**config.mk**
```make
export PLATFORM = sky130hd
export DESIGN_NAME = soc_wb_interconnect_flat
export DESIGN_NICKNAME = d
export VERILOG_FILES = /design/src/rtl/soc_wb_interconnect_if.sv /design/src/rtl/soc_wb_interconnect.sv /design/src/flat_wrapper.sv
export SDC_FILE = /design/constraint.sdc
export NUM_CORES = 1
export LEC_CHECK = 0
export BUFFER_PORTS_ARGS = -buffer_cell sky130_fd_sc_hd__buf_2
export CORE_ASPECT_RATIO = 0.7
export CORE_UTILIZATION = 49
export DETAILED_ROUTE_END_ITERATION = 7
export GPL_TIMING_DRIVEN = 0
export PLACE_DENSITY = 0.95
export RECOVER_POWER = 25
export SYNTH_ARGS = -nofsm -noshare
export SYNTH_HDL_FRONTEND = slang
export SYNTH_SLANG_ARGS = --single-unit
```
**constraint.sdc**
```tcl
create_clock -name wb_clk_i -period 3.2 [get_ports wb_clk_i]
set_input_delay 0.48 -clock wb_clk_i [delete_from_list [all_inputs] [get_ports wb_clk_i]]
set_output_delay 0.48 -clock wb_clk_i [all_outputs]
set_load 0.01 [all_outputs]
```
**src/rtl/soc_wb_interconnect_if.sv**
```systemverilog
// Bus bundle for soc_wb_interconnect; signal names keep the interconnect-relative _i/_o suffixes.
// The master modport is the interconnect's view, the slave modport is the view of the attached endpoints.
interface soc_wb_interconnect_if;
    logic        m_cyc_i;
    logic        m_stb_i;
    logic        m_we_i;
    logic [31:0] m_adr_i;
    logic [31:0] m_dat_i;
    logic [3:0]  m_sel_i;
    logic [31:0] m_dat_o;
    logic        m_ack_o;
    logic        m_err_o;
    logic        s_we_o;
    logic [31:0] s_adr_o;
    logic [31:0] s_dat_o;
    logic [3:0]  s_sel_o;
    logic        s0_cyc_o;
    logic        s0_stb_o;
    logic [31:0] s0_dat_i;
    logic        s0_ack_i;
    logic        s0_err_i;
    logic        s1_cyc_o;
    logic        s1_stb_o;
    logic [31:0] s1_dat_i;
    logic        s1_ack_i;
    logic        s1_err_i;

    modport master (
        input  m_cyc_i, m_stb_i, m_we_i, m_adr_i, m_dat_i, m_sel_i,
        output m_dat_o, m_ack_o, m_err_o,
        output s_we_o, s_adr_o, s_dat_o, s_sel_o,
        output s0_cyc_o, s0_stb_o,
        input  s0_dat_i, s0_ack_i, s0_err_i,
        output s1_cyc_o, s1_stb_o,
        input  s1_dat_i, s1_ack_i, s1_err_i
    );

    modport slave (
        output m_cyc_i, m_stb_i, m_we_i, m_adr_i, m_dat_i, m_sel_i,
        input  m_dat_o, m_ack_o, m_err_o,
        input  s_we_o, s_adr_o, s_dat_o, s_sel_o,
        input  s0_cyc_o, s0_stb_o,
        output s0_dat_i, s0_ack_i, s0_err_i,
        input  s1_cyc_o, s1_stb_o,
        output s1_dat_i, s1_ack_i, s1_err_i
    );
endinterface

```
**src/rtl/soc_wb_interconnect.sv**
```systemverilog
// Single-master, two-slave Wishbone interconnect: memory on slave 0, QNNA CSR window on slave 1.
// One registered transfer per cycle; unmapped addresses and silent slaves are answered with an error.
module soc_wb_interconnect #(
    parameter logic [31:0] MEM_BASE  = 32'h0000_0000,
    parameter logic [31:0] MEM_END   = 32'h0FFF_FFFF,
    parameter logic [31:0] QNNA_BASE = 32'h8000_0000,
    parameter logic [31:0] QNNA_END  = 32'h8000_0FFF,
    parameter int unsigned TIMEOUT   = 16
) (
    input logic                   wb_clk_i,
    input logic                   wb_rst_i,
    soc_wb_interconnect_if.master bus
);

    typedef enum logic [1:0] {IDLE, BUSY, RESP, DRAIN} state_t;

    localparam logic [7:0] TMO_LAST = 8'(TIMEOUT - 1);

    state_t      state, next_state;
    logic        we_q;
    logic [31:0] adr_q;
    logic [31:0] dat_q;
    logic [3:0]  sel_b_q;
    logic        sel_q;
    logic        rsp_err;
    logic [31:0] rsp_dat;
    logic [7:0]  cnt;

    logic        req, mem_hit, qnna_hit, sel_ack, sel_err, timed_out;
    logic [31:0] sel_dat;

    // Offset compare keeps the inclusive range check free of a constant zero bound.
    always_comb begin
        req       = bus.m_cyc_i & bus.m_stb_i;
        mem_hit   = (bus.m_adr_i - MEM_BASE) <= (MEM_END - MEM_BASE);
        qnna_hit  = (bus.m_adr_i - QNNA_BASE) <= (QNNA_END - QNNA_BASE);
        sel_ack   = sel_q ? bus.s1_ack_i : bus.s0_ack_i;
        sel_err   = sel_q ? bus.s1_err_i : bus.s0_err_i;
        sel_dat   = sel_q ? bus.s1_dat_i : bus.s0_dat_i;
        timed_out = (cnt == TMO_LAST);
    end

    always_ff @(posedge wb_clk_i) begin
        if (wb_rst_i) state <= IDLE;
        else          state <= next_state;
    end

    always_comb begin
        next_state = state;
        unique case (state)
            IDLE: if (req) next_state = (mem_hit | qnna_hit) ? BUSY : RESP;
            BUSY: begin
                if (!bus.m_cyc_i)                       next_state = IDLE;
                else if (sel_err | sel_ack | timed_out) next_state = RESP;
            end
            RESP:  next_state = DRAIN;
            DRAIN: if (!bus.m_cyc_i) next_state = IDLE;
            default: next_state = IDLE;
        endcase
    end

    always_ff @(posedge wb_clk_i) begin
        if (wb_rst_i) begin
            we_q    <= 1'b0;
            adr_q   <= '0;
            dat_q   <= '0;
            sel_b_q <= '0;
            sel_q   <= 1'b0;
            rsp_err <= 1'b0;
            rsp_dat <= '0;
            cnt     <= '0;
        end else begin
            unique case (state)
                IDLE: if (req) begin
                    we_q    <= bus.m_we_i;
                    adr_q   <= bus.m_adr_i;
                    dat_q   <= bus.m_dat_i;
                    sel_b_q <= bus.m_sel_i;
                    sel_q   <= ~mem_hit;
                    rsp_err <= ~(mem_hit | qnna_hit);
                    rsp_dat <= '0;
                    cnt     <= '0;
                end
                BUSY: begin
                    // err beats ack; an ack beats a timeout landing on the same edge
                    if (next_state == RESP) begin
                        rsp_err <= sel_err | ~sel_ack;
                        rsp_dat <= (sel_ack & ~sel_err & ~we_q) ? sel_dat : '0;
                    end else if (next_state == BUSY) begin
                        cnt <= cnt + 8'd1;
                    end
                end
                default: ;
            endcase
            if (next_state == IDLE) begin
                we_q    <= 1'b0;
                adr_q   <= '0;
                dat_q   <= '0;
                sel_b_q <= '0;
            end
        end
    end

    always_comb begin
        bus.s_we_o   = we_q;
        bus.s_adr_o  = adr_q;
        bus.s_dat_o  = dat_q;
        bus.s_sel_o  = sel_b_q;
        bus.s0_cyc_o = (state == BUSY) & ~sel_q;
        bus.s0_stb_o = (state == BUSY) & ~sel_q;
        bus.s1_cyc_o = (state == BUSY) & sel_q;
        bus.s1_stb_o = (state == BUSY) & sel_q;
        bus.m_ack_o  = (state == RESP) & ~rsp_err;
        bus.m_err_o  = (state == RESP) & rsp_err;
        bus.m_dat_o  = ((state == RESP) & ~rsp_err) ? rsp_dat : '0;
    end

endmodule

```
**src/flat_wrapper.sv**
```systemverilog
// flat-port wrapper written by rule: the top's interface ports become plain ports
module soc_wb_interconnect_flat 
#(
    parameter logic [31:0] MEM_BASE  = 32'h0000_0000,
    parameter logic [31:0] MEM_END   = 32'h0FFF_FFFF,
    parameter logic [31:0] QNNA_BASE = 32'h8000_0000,
    parameter logic [31:0] QNNA_END  = 32'h8000_0FFF,
    parameter int unsigned TIMEOUT   = 16
)
  (wb_clk_i, wb_rst_i, bus_m_cyc_i, bus_m_stb_i, bus_m_we_i, bus_m_adr_i, bus_m_dat_i, bus_m_sel_i, bus_m_dat_o, bus_m_ack_o, bus_m_err_o, bus_s_we_o, bus_s_adr_o, bus_s_dat_o, bus_s_sel_o, bus_s0_cyc_o, bus_s0_stb_o, bus_s0_dat_i, bus_s0_ack_i, bus_s0_err_i, bus_s1_cyc_o, bus_s1_stb_o, bus_s1_dat_i, bus_s1_ack_i, bus_s1_err_i);
  soc_wb_interconnect_if bus_i ();
  input logic wb_clk_i;
  input logic wb_rst_i;
  input wire logic [$bits(bus_i.m_cyc_i)-1:0] bus_m_cyc_i;
  input wire logic [$bits(bus_i.m_stb_i)-1:0] bus_m_stb_i;
  input wire logic [$bits(bus_i.m_we_i)-1:0] bus_m_we_i;
  input wire logic [$bits(bus_i.m_adr_i)-1:0] bus_m_adr_i;
  input wire logic [$bits(bus_i.m_dat_i)-1:0] bus_m_dat_i;
  input wire logic [$bits(bus_i.m_sel_i)-1:0] bus_m_sel_i;
  output wire logic [$bits(bus_i.m_dat_o)-1:0] bus_m_dat_o;
  output wire logic [$bits(bus_i.m_ack_o)-1:0] bus_m_ack_o;
  output wire logic [$bits(bus_i.m_err_o)-1:0] bus_m_err_o;
  output wire logic [$bits(bus_i.s_we_o)-1:0] bus_s_we_o;
  output wire logic [$bits(bus_i.s_adr_o)-1:0] bus_s_adr_o;
  output wire logic [$bits(bus_i.s_dat_o)-1:0] bus_s_dat_o;
  output wire logic [$bits(bus_i.s_sel_o)-1:0] bus_s_sel_o;
  output wire logic [$bits(bus_i.s0_cyc_o)-1:0] bus_s0_cyc_o;
  output wire logic [$bits(bus_i.s0_stb_o)-1:0] bus_s0_stb_o;
  input wire logic [$bits(bus_i.s0_dat_i)-1:0] bus_s0_dat_i;
  input wire logic [$bits(bus_i.s0_ack_i)-1:0] bus_s0_ack_i;
  input wire logic [$bits(bus_i.s0_err_i)-1:0] bus_s0_err_i;
  output wire logic [$bits(bus_i.s1_cyc_o)-1:0] bus_s1_cyc_o;
  output wire logic [$bits(bus_i.s1_stb_o)-1:0] bus_s1_stb_o;
  input wire logic [$bits(bus_i.s1_dat_i)-1:0] bus_s1_dat_i;
  input wire logic [$bits(bus_i.s1_ack_i)-1:0] bus_s1_ack_i;
  input wire logic [$bits(bus_i.s1_err_i)-1:0] bus_s1_err_i;
  assign bus_i.m_cyc_i = bus_m_cyc_i;
  assign bus_i.m_stb_i = bus_m_stb_i;
  assign bus_i.m_we_i = bus_m_we_i;
  assign bus_i.m_adr_i = bus_m_adr_i;
  assign bus_i.m_dat_i = bus_m_dat_i;
  assign bus_i.m_sel_i = bus_m_sel_i;
  assign bus_m_dat_o = bus_i.m_dat_o;
  assign bus_m_ack_o = bus_i.m_ack_o;
  assign bus_m_err_o = bus_i.m_err_o;
  assign bus_s_we_o = bus_i.s_we_o;
  assign bus_s_adr_o = bus_i.s_adr_o;
  assign bus_s_dat_o = bus_i.s_dat_o;
  assign bus_s_sel_o = bus_i.s_sel_o;
  assign bus_s0_cyc_o = bus_i.s0_cyc_o;
  assign bus_s0_stb_o = bus_i.s0_stb_o;
  assign bus_i.s0_dat_i = bus_s0_dat_i;
  assign bus_i.s0_ack_i = bus_s0_ack_i;
  assign bus_i.s0_err_i = bus_s0_err_i;
  assign bus_s1_cyc_o = bus_i.s1_cyc_o;
  assign bus_s1_stb_o = bus_i.s1_stb_o;
  assign bus_i.s1_dat_i = bus_s1_dat_i;
  assign bus_i.s1_ack_i = bus_s1_ack_i;
  assign bus_i.s1_err_i = bus_s1_err_i;
  soc_wb_interconnect #(.MEM_BASE(MEM_BASE), .MEM_END(MEM_END), .QNNA_BASE(QNNA_BASE), .QNNA_END(QNNA_END), .TIMEOUT(TIMEOUT)) u_core (.wb_clk_i(wb_clk_i), .wb_rst_i(wb_rst_i), .bus(bus_i));
endmodule
```
---- Yosys cells after proc, flatten, opt, wreduce, memory -nomap -nowiden ----
Cells that the tools add are included.
storage, ports and cells
  register bits after elaboration ......... 113
  logic and storage cells ................. 69
cells by class
  $add $sub $neg .......................... 2
  $lt $le $gt $ge ......................... 2
  eq/ne operators ......................... 10
  mux-type cells .......................... 21
  bitwise gates (word level) .............. 18
  reduce and logical (&&, ||, !) cells .... 7
operators with widths
  operator                number
  $mux 32                 5
  $pmux 32 s2             1
  $le 32x12->1 const B    1
  $le 32x28->1 const B    1
  $sub 32x32->32 const B  1
  $mux 8                  3
  $pmux 8 s2              1
  $mux 2                  5
  $add 8x1->8 const B     1
  $eq 8x4->1 const B      1
  $pmux 2 s4              1
  $and 1x1->1             7
  $not 1->1               7
  $eq 2x2->1 const B      3
  $ne 2x1->1 const B      3
  $eq 2x1->1 const B      2
  $logic_not 2->1         2
  $mux 1                  4
  $or 1x1->1              4
  $reduce_and 4->1        1
  $reduce_and 3->1        1
  $ne 2x2->1 const B      1
  $pmux 1 s2              1
  $reduce_and 2->1        1
  other kinds (2)         2

---- Longest topological paths before layout ----
Gate-level depths: netlist of the first run.
  word-level depth ........................ 10
  mapped depth ............................ 8
  gate-level depth less buffers ........... 6

---- Worst setup path after synthesis of the first run ----
OpenSTA, ideal clock, no wires.
  path type ............................... reg2out
  start point ............................. reg u_core.sel_q
  end point ............................... out bus_s1_stb_o
  arrival time ............................ 1.401 ns
  data required time ...................... 2.720 ns
  path slack .............................. 1.319 ns
  stages on the path, launching flop included .. 6
  cell sequence ........................... dfxtp_1 -> buf_2 -> buf_1 -> inv_1 -> nor2_1 -> buf_4
between the ends
  cells in the longest elaborated chain, start to end .. 1
ends and longest elaborated chain
  what                      line                       source
  start: declaration        soc_wb_interconnect.sv:24  logic sel_q;
  start signal: assignment  soc_wb_interconnect.sv:79  sel_q <= ~mem_hit;
  $and 1x1->1               n/a
  end: declaration          flat_wrapper.sv:33         output wire logic [$bits(bus_i.s1_stb_o)-1:0] bus_s1_stb_o;
Every way passes these cells.

---- Final worst setup path of the first run ----
  start point ............................. reg u_core.sel_q
  end point ............................... out bus_s1_stb_o
between the ends
  cells in the longest elaborated chain, start to end .. 1
ends and longest elaborated chain
  what         line                        source
  $and 1x1->1  soc_wb_interconnect.sv:112  bus.s1_stb_o = (state == BUSY) & sel_q;
Every way passes these cells.

==> impl_results.md, run 1 <==
* CP Capture Point: bus_s1_stb_o
* Top FF cell, synth: dfxtp_1
* Worst slew pin tran at about 0.73 ns
* Die Wd at 121 um
* R2R depth at 6
* Mapped Cells at 580
* Fill cell count at around 770
* Main area contributors after synthesis: dfxtp_1 47%, nand2_1 11%, a21oi_1 7.6%
* Clock Tree Root: clkbuf_16
* Multiplexer share of the synthesized area at 6.84%
* Clock Sinks at 113
* Die Footprint at 10300 um^2
* Worst setup path class: flop to primary output
* Drt total wl at 14.6 mm
* Reg-to-reg startpoint: u_core.sel_q$_SDFFE_PP0P_
* Yosys cell types at 38
* Setup WS pre-CTS at 0.846 ns
* Synthesized area per cell at 8.33 um^2
* Largest net degree at the start of global routing at 17
* Number of global-route vias before repair at ~4800
* Worst vdd ir at approximately 400 uV
* Final layout net count at just under 1000
* Min Clock Period, post-route at 2.57 ns
* Top-area cell type share of the netlist area at a little under half
* CTS Buf Count at 17
* Sequential fraction of the synthesis area at 46.8%
* Final antenna-violating net count at 0
* Final Skew at 0.00817 ns
* Critical path required time at roughly 2.7 ns
* Syn Std Cell Area at 4830 um^2
* PwrDens at 568 nW/um^2
* Final Max Tran Viols at 0
* Crit path from: u_core.sel_q$_SDFFE_PP0P_
* Clk slew on worst S/H paths at 0.06 ns
* Clock Latency Late Sink at 0.40 ns
* Vias at about 5100
* Startpoint Class: flop
* GRT Total Usage at 28.6%
* # setup viols final at 0
* Wire length per cell at 14.8 um
* Met2 wire length at just over 7 mm
* Htree depth at 4
* YS warnings at 0
* Post-CTS Setup Inserts at 0
* Rows at 29
* Final Wtd Congestion at 0.846
* CP Capture Type: primary output
* DRC violations left at 0
* CP Max Fanout at 10
* Post-synthesis register bit count at ~110
* Status: completed
* Wl on met1 at roughly 6.4 mm
* Max cap viols at 0
* Number of synthesized flops with an enable pin at 0
* Hold Path Class: input pin to flop
* Area fraction in and, or, nand and nor cells after synthesis at 25.8%
* Met3 WL at 809 um
* Critical Path AT at about 2.1 ns
* Period utilisation layout at around four fifths
* Area occupied by registers at 2260 um^2
* Total power at 3.85 mW
* Final Hold Fails at 0
* Largest family of logic cells by synthesized area: simple AND/OR/NAND/NOR gates
* Remaining Overflow, GRT at 0
* RSZ-0062 raised after global routing: false
* TritonCTS clock tree: built
* Worst r2r dst: u_core.rsp_dat[18]$_SDFFE_PP0P_
* Worst relative slew slack at 51.1%
* Area of the multi-input gates at 2340 um^2
* Post-DP HPWL at 11.0 mm
* First-pass GRT wire length at about 23 mm
* Ys async rst share at 0%
* PortBufs at ~250
* Cts hold-fix bufs at 0
* Final setup margin at between 0.6 and 0.7 ns
* Max frequency at between 300 and 400 MHz
* Vias per inst at 5.20
* Area Growth Syn to Fin at 40.5%
* Fin Setup TNS at 0 ns
* Largest area contributor in the netlist: dfxtp_1
* Core area at 9330 um^2
* Synth Area in Compound Gates at between 10 and 15%
* Starting density of the core at between 50% and 60%
* Most frequent cells in the layout: 197 x buf_2, 145 x nand2_1, 113 x dfxtp_1
* Die height at 85.1 um
* Lkg Pwr at 2.80 nW
* Maximum buffer depth of the clock tree at 2
* # IOs at 248
* Post-synthesis xor/xnor area fraction at 1.09%
* Fraction of layout cells with a size suffix above 1 at 27.6%
* Max layer used: met4
* R2R Setup Slk at 1.15 ns
* First-pass detailed-route iteration total at 5
* Ant diodes at 0
* Initial antenna violation count at 0
* CTS resizes at 0
* Commonest non-fill, non-tap cell in the layout: buf_2
* Syn_nets at 722
* Synth Area in Adders at less than 1%
* Initial DRC count at 291
==> worst min-delay path by stage <==
stage               slack, ns                                 from  cells after the start                                  end
floorplan                0.44          u_core.rsp_err$_SDFFE_PP0P_                      2          u_core.rsp_err$_SDFFE_PP0P_
global placement         0.44  u_core.bus.s_dat_o[30]$_SDFFE_PP0P_                      2  u_core.bus.s_dat_o[30]$_SDFFE_PP0P_
detailed placement       0.44  u_core.bus.s_dat_o[24]$_SDFFE_PP0P_                      2  u_core.bus.s_dat_o[24]$_SDFFE_PP0P_
CTS                      0.30                      bus_m_dat_i[18]                      3  u_core.bus.s_dat_o[18]$_SDFFE_PP0P_
global route             0.31                      bus_m_dat_i[28]                      3  u_core.bus.s_dat_o[28]$_SDFFE_PP0P_
finish                   0.32                      bus_m_dat_i[18]                      3  u_core.bus.s_dat_o[18]$_SDFFE_PP0P_
==> logic make-up after synthesis <==
| family | count (synthesis) |
|---|---|
| adders and majority gates | 1 |
| muxes | 33 |
| and+or+nand+nor | 257 |
| AOI/OAI and AO/OA | 118 |
| xor gates and xnor gates | 6 |
| buffers and inverters | 52 |
| DFF | 113 |
==> sequential cells by signal, summed over array words and instances (netlist names) <==
signal	flops
u_core.bus.s_adr_o	32
u_core.bus.s_dat_o	32
u_core.bus.s_sel_o	4
u_core.bus.s_we_o	1
u_core.cnt	8
u_core.rsp_dat	32
u_core.rsp_err	1
u_core.sel_q	1
u_core.state	2
==> cell usage after synthesis, drive strengths merged, types with 6 or more instances <==
cell	number
a21oi	74
and2	33
buf	10
clkbuf	38
dfxtp	113
mux2i	33
nand2	145
nand3	7
nand3b	33
nor2	16
o31ai	32
xor2	6
==> where the power goes <==
group	total [mW]	switching (mW)	internal, mW	leakage (nW)
combinational	0.399	0.243	0.156	1.60
sequential	1.45	0.0156	1.43	0.913
clock	2.00	0.691	1.31	0.297
==> area by class of cell <==
class                      instances  area share, %
buffer                            48           3.08
clock buffer                      17           6.27
clock inverter                    15           3.06
inverter                           4          0.221
multi-input combinational        415           34.5
sequential                       113           33.3
tap                              124           2.29
timing repair buffer             247           17.2
==> worst max-delay path: stages, from the launching register on <==
cell	delay [ns]
dfxtp_1	0.36
buf_2	0.29
buf_1	0.54
inv_1	0.09
nor2_1	0.18
buf_4	0.13
buf_2	0.11
==> per-layer routing <==
layer	global-route usage [%]	vias up
met4	12.3	0
met3	4.77	31
met1	36.6	2366
li1	-	2513
met5	0	-
met2	48.0	200
==> per-stage QoR <==
stage	hold WS, ns	instances	utilization (%)	instance area, um^2
floorplan	0.441	580	-	4830
global placement	0.439	951	66.7	6220
detailed placement	0.444	951	66.7	6220
CTS	0.304	983	73.5	6850
global route	0.314	983	72.8	6790
finish	0.315	983	72.8	6790
Power figures use the tool's default switching activity.
==> run 2: changes to the inputs <==
--- a/config.mk
+++ b/config.mk
@@ -5,12 +5,13 @@
 export SDC_FILE = /design/constraint.sdc
 export NUM_CORES = 1
 export LEC_CHECK = 0
+export ABC_AREA = 1
 export BUFFER_PORTS_ARGS = -buffer_cell sky130_fd_sc_hd__buf_2
 export CORE_ASPECT_RATIO = 0.7
-export CORE_UTILIZATION = 49
+export CORE_UTILIZATION = 44
 export DETAILED_ROUTE_END_ITERATION = 7
 export GPL_TIMING_DRIVEN = 0
-export PLACE_DENSITY = 0.95
+export PLACE_DENSITY = 0.89
 export RECOVER_POWER = 25
 export SYNTH_ARGS = -nofsm -noshare
 export SYNTH_HDL_FRONTEND = slang
==> constraint.sdc (replaced) <==
create_clock -name wb_clk_i -period 2.3 [get_ports wb_clk_i]
set_input_delay 0.345 -clock wb_clk_i [delete_from_list [all_inputs] [get_ports wb_clk_i]]
set_output_delay 0.345 -clock wb_clk_i [all_outputs]
set_load 0.01 [all_outputs]
==> run 2 against run 1 <==
Effect of this change:
- synthesized area grew 21%
- routed wire length increased by 19%
- synthesized cell count rose by 55%
- register-to-register slack worse by 0.74 ns
- critical endpoint unchanged
- largest cell class unchanged
==> impl_results.md, run 2 <==
* Number of synthesized flops with an enable pin at 0 (unchanged)
* Period utilisation layout at 93.1%
* Commonest non-fill, non-tap cell in the layout: nand2_1 (was buf_2)
* Critical Path AT at 1.80 ns (was 2.09 ns)
* Crit path from: u_core.state[0]$_SDFF_PP0_ (was u_core.sel_q$_SDFFE_PP0P_)
* Largest stage delay on the critical path at 0.41 ns (was 0.54 ns)
* Final Max Tran Viols at 0 (unchanged)
* GRT Total Usage at 25.8% (was 28.6%)
* CP Capture Type: primary output (unchanged)
* Fraction of layout cells with a size suffix above 1 at 27.5% (was 27.6%)
* Synth cell count leaders: 282 x nand2_1, 122 x inv_1, 116 x nor2_1 (was 145 x nand2_1, 113 x dfxtp_1, 73 x a21oi_1)
* Setup WS pre-CTS at 0.409 ns (was 0.846 ns)
* PortBufs at 247 (unchanged)
* Final setup margin at 0.160 ns (was 0.626 ns)
* PwrDens at 708 nW/um^2 (was 568 nW/um^2)
* Syn Std Cell Area at 5830 um^2 (was 4830 um^2)
* TritonCTS clock tree: built (unchanged)
* Most frequent cells in the layout: 282 x nand2_1, 229 x buf_2, 122 x inv_1 (was 197 x buf_2, 145 x nand2_1, 113 x dfxtp_1)
* Status: completed (unchanged)
* RSZ-0062 raised after global routing: false (unchanged)
* Largest area contributor in the netlist: dfxtp_1 (unchanged)
* Starting density of the core at 46.0% (was 51.8%)
* Sequential fraction of the synthesis area at 38.8% (was 46.8%)
* Clock Latency Late Sink at 0.41 ns (was 0.40 ns)
* Number of global-route vias before repair at 5968 (was 4797)
* First-pass detailed-route iteration total at 5 (unchanged)
* Initial antenna violation count at 0 (unchanged)
* Largest net degree at the start of global routing at 17 (unchanged)
* CTS resizes at 0 (unchanged)
* Worst setup path class: flop to primary output (unchanged)
* Lkg Pwr at 3.81 nW (was 2.80 nW)
* Fill cell count at 1204 (was 771)
* Startpoint Class: flop (unchanged)
* Clock Sinks at 113 (unchanged)
* R2R depth at 9 (was 6)
* # IOs at 248 (unchanged)
* Vias per inst at 4.80 (was 5.20)
* Reg-to-reg startpoint: u_core.cnt[0]$_SDFFE_PP0P_ (was u_core.sel_q$_SDFFE_PP0P_)
* Critical path buffers and inverters at 3 (was 5)
* Hold path depth at 2 (was 3)
* Die Wd at 140 um (was 121 um)
* YS warnings at 0 (unchanged)
* Fin Setup TNS at 0 ns (unchanged)
* Die height at 98.3 um (was 85.1 um)
* Syn_nets at 1041 (was 722)
* Yosys cell types at 32 (was 38)
* CP Max Fanout at 11 (was 10)
* Clock Tree Root: clkbuf_16 (unchanged)
* Worst relative slew slack at 64.3% (was 51.1%)
* Worst vdd ir at 586 uV (was 397 uV)
* Critical path required time at 1.96 ns (was 2.72 ns)
* Fin util at 61.7% (was 72.8%)
* DRC violations left at 0 (unchanged)
* Hold Path Class: input pin to flop (unchanged)
* Area occupied by registers at 2260 um^2 (unchanged)
* Htree depth at 4 (unchanged)
* Wire length per cell at 13.0 um (was 14.8 um)
* # setup viols final at 0 (unchanged)
* Vias at 6426 (was 5110)
* Count leader, synth: nand2_1 (unchanged)
* Max cap viols at 0 (unchanged)
* Area of the multi-input gates at 2790 um^2 (was 2340 um^2)
* Worst Min Path Start: wb_rst_i (was bus_m_dat_i[18])
* Slowest-stage cell, CP: dfxtp_1 (was buf_1)
* Remaining Overflow, GRT at 0 (unchanged)
* Final Hold Fails at 0 (unchanged)
* Final Wtd Congestion at 0.833 (was 0.846)
* Min Clock Period, post-route at roughly 2.1 ns
* Rows at 34 (was 29)
* Top-area cell type share of the netlist area at 38.8% (was 46.8%)
* First-pass GRT wire length at 28.2 mm (was 23.0 mm)
* Core area at 12700 um^2 (was 9330 um^2)
* Final layout net count at 1307 (was 988)
* Drt total wl at 17.4 mm (was 14.6 mm)
* Area Growth Syn to Fin at 34.2% (was 40.5%)
* Most common cell type on the critical path: buf_2 (unchanged)
* Top FF cell, synth: dfxtp_1 (unchanged)
* Ys async rst share at 0% (unchanged)
* Synthesized area per cell at 6.49 um^2 (was 8.33 um^2)
* Maximum buffer depth of the clock tree at 2 (unchanged)
* Die Footprint at 13700 um^2 (was 10300 um^2)
* Post-CTS Setup Inserts at 0 (unchanged)
* Post-DP HPWL at 13.0 mm (was 11.0 mm)
* Initial DRC count at 403 (was 291)
* CTS Buf Count at 17 (unchanged)
* Final antenna-violating net count at 0 (unchanged)
* Critical path's top delay family: buffers and inverters (unchanged)
* Main area contributors after synthesis: dfxtp_1 39%, nand2_1 18%, inv_1 7.8% (was dfxtp_1 47%, nand2_1 11%, a21oi_1 7.6%)
* Max frequency at 467 MHz
* Ant diodes at 0 (unchanged)
* Worst slew pin tran at 0.535 ns (was 0.734 ns)
* Final Skew at 0.0104 ns (was 0.00817 ns)
* Worst-path cell chain: nand2_2 -> nor2_4 -> buf_2 -> buf_4 -> buf_2 (was buf_2 -> buf_1 -> inv_1 -> nor2_1 -> buf_4 -> buf_2)
* Cts hold-fix bufs at 0 (unchanged)
* Post-synthesis register bit count at 113 (unchanged)
* Critical Path Stages at 5 (was 6)
* Clk slew on worst S/H paths at 0.05 ns (was 0.06 ns)
* Mapped Cells at 899 (was 580)
==> run 2: cell count changes after synthesis, sizes merged, moves of 39 or more <==
cell	before	now
nand2	145	288
inv	4	127
nor2	16	132
nand3	7	49
buf	10	49
==> run 2: stage by stage <==
step | cell area (um^2) | hold WS, ns | power, mW | cells
2_1_floorplan | 5830 | 0.414 | 2.59 | 899
3_3_place_gp | 7270 | 0.472 | 2.88 | 1308
3_5_place_dp | 7270 | 0.483 | 2.90 | 1308
4_1_cts | 7880 | 0.158 | 5.59 | 1340
5_1_grt | 7830 | 0.176 | 5.79 | 1340
6_report | 7830 | 0.180 | 5.55 | 1340
==> run 2: final cells by class <==
cell class	instances	area share [%]
inverters	127	6.15
clock inverters	15	2.35
plain buffers	56	4.00
flip-flops and latches	113	28.9
well taps	162	2.59
multi-input cells	603	35.7
repair buffers	247	14.9
clock buffers	17	5.43
==> run 2: final timing paths <==
check,endpoint,slack [ns]
setup / recovery,bus_s1_stb_o,0.16
setup reg to reg,u_core.bus.s_adr_o[9]$_SDFFE_PP0P_,0.41
hold / removal,u_core.cnt[3]$_SDFFE_PP0P_,0.18
hold reg to reg,u_core.rsp_dat[20]$_SDFFE_PP0P_,0.49
==> run 2: cells by family after synthesis <==
| group | Yosys count | share of synthesized area, % |
|---|---|---|
| flip-flops | 113 | 38.8 |
| buffers and inverters | 183 | 13.6 |
| adder cells (fa/ha/maj) | 1 | 0.214 |
| AO/OA/AOI/OAI | 125 | 13.7 |
| AND/OR/NAND/NOR | 473 | 33.2 |
| XOR/XNOR | 4 | 0.601 |
==> run 2: power breakdown <==
| part | switching (mW) | internal [mW] | total, mW |
|---|---|---|---|
| logic | 0.492 | 0.294 | 0.786 |
| clock network | 0.971 | 1.71 | 2.69 |
| registers | 0.0368 | 2.04 | 2.07 |
==> run 2: metal layers <==
| layer | routed length [um] | global-route usage, % |
|---|---|---|
| met3 | 1130 | 5.98 |
| met2 | 8080 | 42.4 |
| met4 | 221 | 8.11 |
| met5 | 0 | 0 |
| met1 | 7950 | 33.7 |
==> run 3: changes to the inputs <==
--- a/config.mk
+++ b/config.mk
@@ -10,7 +10,6 @@
 export CORE_ASPECT_RATIO = 0.7
 export CORE_UTILIZATION = 44
 export DETAILED_ROUTE_END_ITERATION = 7
-export GPL_TIMING_DRIVEN = 0
 export PLACE_DENSITY = 0.89
 export RECOVER_POWER = 25
 export SYNTH_ARGS = -nofsm -noshare
==> run 3 against run 2 <==
Effect of this change:
- die area did not move
- critical path depth increased by 1
- sequential power about the same
- global-route usage down 2.3 points
- worst setup slack gained 0.074 ns
- worst hold slack improved by 0.074 ns
- first-iteration DRC count fell by 2.7%
==> impl_results.md, run 3 (same netlist as run 2, synthesis figures left out) <==
* Core area at 12700 um^2 (unchanged)
* Most frequent cells in the layout: 282 x nand2_1, 192 x buf_2, 121 x inv_1 (was 282 x nand2_1, 229 x buf_2, 122 x inv_1)
* Vias per inst at 4.74 (was 4.80)
* Cts hold-fix bufs at 0 (unchanged)
* PwrDens at 730 nW/um^2 (was 708 nW/um^2)
* DRC violations left at 0 (unchanged)
* Critical path required time at 1.96 ns (about the same)
* Critical Path AT at 1.72 ns (was 1.80 ns)
* Hold Path Class: input pin to flop (unchanged)
* Rows at 34 (unchanged)
* RSZ-0062 raised after global routing: false (unchanged)
* PortBufs at 247 (unchanged)
* Wire length per cell at 12.2 um (was 13.0 um)
* Final layout net count at 1266 (was 1307)
* Area occupied by registers at 2260 um^2 (unchanged)
* Ant diodes at 0 (unchanged)
* Total power at 5.64 mW (was 5.55 mW)
* Htree depth at 4 (unchanged)
* GRT Total Usage at 23.5% (was 25.8%)
* Cell area after layout at 7720 um^2 (was 7830 um^2)
* Max frequency at 484 MHz (was 467 MHz)
* DP Area at 7160 um^2 (was 7270 um^2)
* Worst relative slew slack at 63.4% (was 64.3%)
* Clk slew on worst S/H paths at 0.05 ns (about the same)
* Clock Tree Root: clkbuf_16 (unchanged)
* Largest net degree at the start of global routing at 121 (was 17)
* Vias at 6150 (was 6426)
* Commonest non-fill, non-tap cell in the layout: nand2_1 (unchanged)
* Drt total wl at 15.9 mm (was 17.4 mm)
* Lkg Pwr at 3.73 nW (was 3.81 nW)
* TritonCTS clock tree: built (unchanged)
* Final antenna-violating net count at 0 (unchanged)
* Initial antenna violation count at 0 (unchanged)
* CP Max Fanout at 21 (was 11)
* Startpoint Class: flop (unchanged)
* CTS Buf Count at 17 (unchanged)
* Worst setup path class: flop to primary output (unchanged)
* Clock Latency Late Sink at 0.39 ns (was 0.41 ns)
* Worst vdd ir at 570 uV (was 586 uV)
* Fraction of layout cells with a size suffix above 1 at 25.3% (was 27.5%)
* Die Wd at 140 um (unchanged)
* Final Hold Fails at 0 (unchanged)
* Die Footprint at 13700 um^2 (unchanged)
* Starting density of the core at 46.0% (unchanged)
* Area of the multi-input gates at 2790 um^2 (about the same)
* Final Skew at 0.0121 ns (was 0.0104 ns)
* Max cap viols at 0 (unchanged)
* Fill cell count at 1182 (was 1204)
* Status: completed (unchanged)
* CP Capture Type: primary output (unchanged)
* Period utilisation layout at 89.8% (was 93.1%)
* Die height at 98.3 um (unchanged)
* Initial DRC count at 392 (was 403)
* First-pass GRT wire length at 26.4 mm (was 28.2 mm)
* Post-DP HPWL at 11.0 mm (was 13.0 mm)
* # IOs at 248 (unchanged)
* Worst slew pin tran at 0.549 ns (was 0.535 ns)
* Area Growth Syn to Fin at 32.4% (was 34.2%)
* Final Wtd Congestion at 0.869 (was 0.833)
* Maximum buffer depth of the clock tree at 2 (unchanged)
* Min Clock Period, post-route at 2.07 ns (was 2.14 ns)
* Remaining Overflow, GRT at 0 (unchanged)
* Final Max Tran Viols at 0 (unchanged)
* Number of global-route vias before repair at 5639 (was 5968)
* # setup viols final at 0 (unchanged)
* Fin Setup TNS at 0 ns (unchanged)
* First-pass detailed-route iteration total at 7 (was 5)
* Fin util at 60.9% (was 61.7%)
* Clock Sinks at 113 (unchanged)
## run 3: cell count changes in the layout (fill, tap and decap cells not counted), sizes merged
cell | previous run | this run
buf | 241 | 207
bufinv | 3 | 5
clkbuf | 79 | 75
clkinv | 6 | 5
clkinvlp | 3 | 1
inv | 130 | 127
## run 3: cell type report
cell class / count / share of cell area, %
Multi-Input combinational cell: 603 / 36.1
Sequential cell: 113 / 29.3
Timing Repair Buffer: 262 / 17.5
Inverter: 127 / 6.24
Clock buffer: 20 / 5.78
Tap cell: 162 / 2.62
Clock inverter: 11 / 2.41
## run 3: final timing paths
| kind | from | end | slack, ns | cells after the start |
|---|---|---|---|---|
| worst min-delay path | bus_m_dat_i[27] | u_core.bus.s_dat_o[27]$_SDFFE_PP0P_ | 0.25 | 5 |
| worst max register to register | u_core.cnt[0]$_SDFFE_PP0P_ | u_core.rsp_dat[27]$_SDFFE_PP0P_ | 0.34 | 10 |
| worst max-delay path | u_core.state[1]$_SDFF_PP0_ | bus_m_dat_o[9] | 0.23 | 6 |
| worst min register to register | u_core.rsp_dat[0]$_SDFFE_PP0P_ | u_core.rsp_dat[0]$_SDFFE_PP0P_ | 0.49 | 2 |
## run 3: routing by layer
layer	vias up	share of wire (%)	global-route usage (%)
li1	3204	-	-
met1	2738	45	29.3
met2	194	47	39.2
met3	14	6.6	6.72
met4	0	1.2	7.61
met5	-	0	0
## run 3: timing repair
action / in CTS / in global routing
setup endpoints to repair: 0 / 1
buffers inserted: 0 / 0
resized for setup: 0 / 1
## run 3: metrics by stage
| step | hold slack, ns | cells | setup slack (ns) |
|---|---|---|---|
| floorplan | 0.414 | 899 | 0.732 |
| global placement | 0.470 | 1267 | 0.472 |
| finish | 0.254 | 1298 | 0.234 |
| CTS | 0.235 | 1298 | 0.114 |
| detailed placement | 0.480 | 1267 | 0.395 |
| global route | 0.263 | 1298 | 0.110 |
## run 3: critical path: stages, from the launching register on
cell and delay, ns:
dfxtp_1 0.38, nand2_1 0.13, nor2_1 0.20, inv_2 0.16, buf_12 0.19, nor2_1 0.12, buf_2 0.15
## run 3: power breakdown
part           switching (mW)  leakage (nW)  internal (mW)  total, mW
logic                   0.468          2.51          0.283      0.751
clock network           0.874         0.310           1.94       2.81
registers              0.0352         0.917           2.04       2.07
total                    1.38          3.73           4.26       5.64
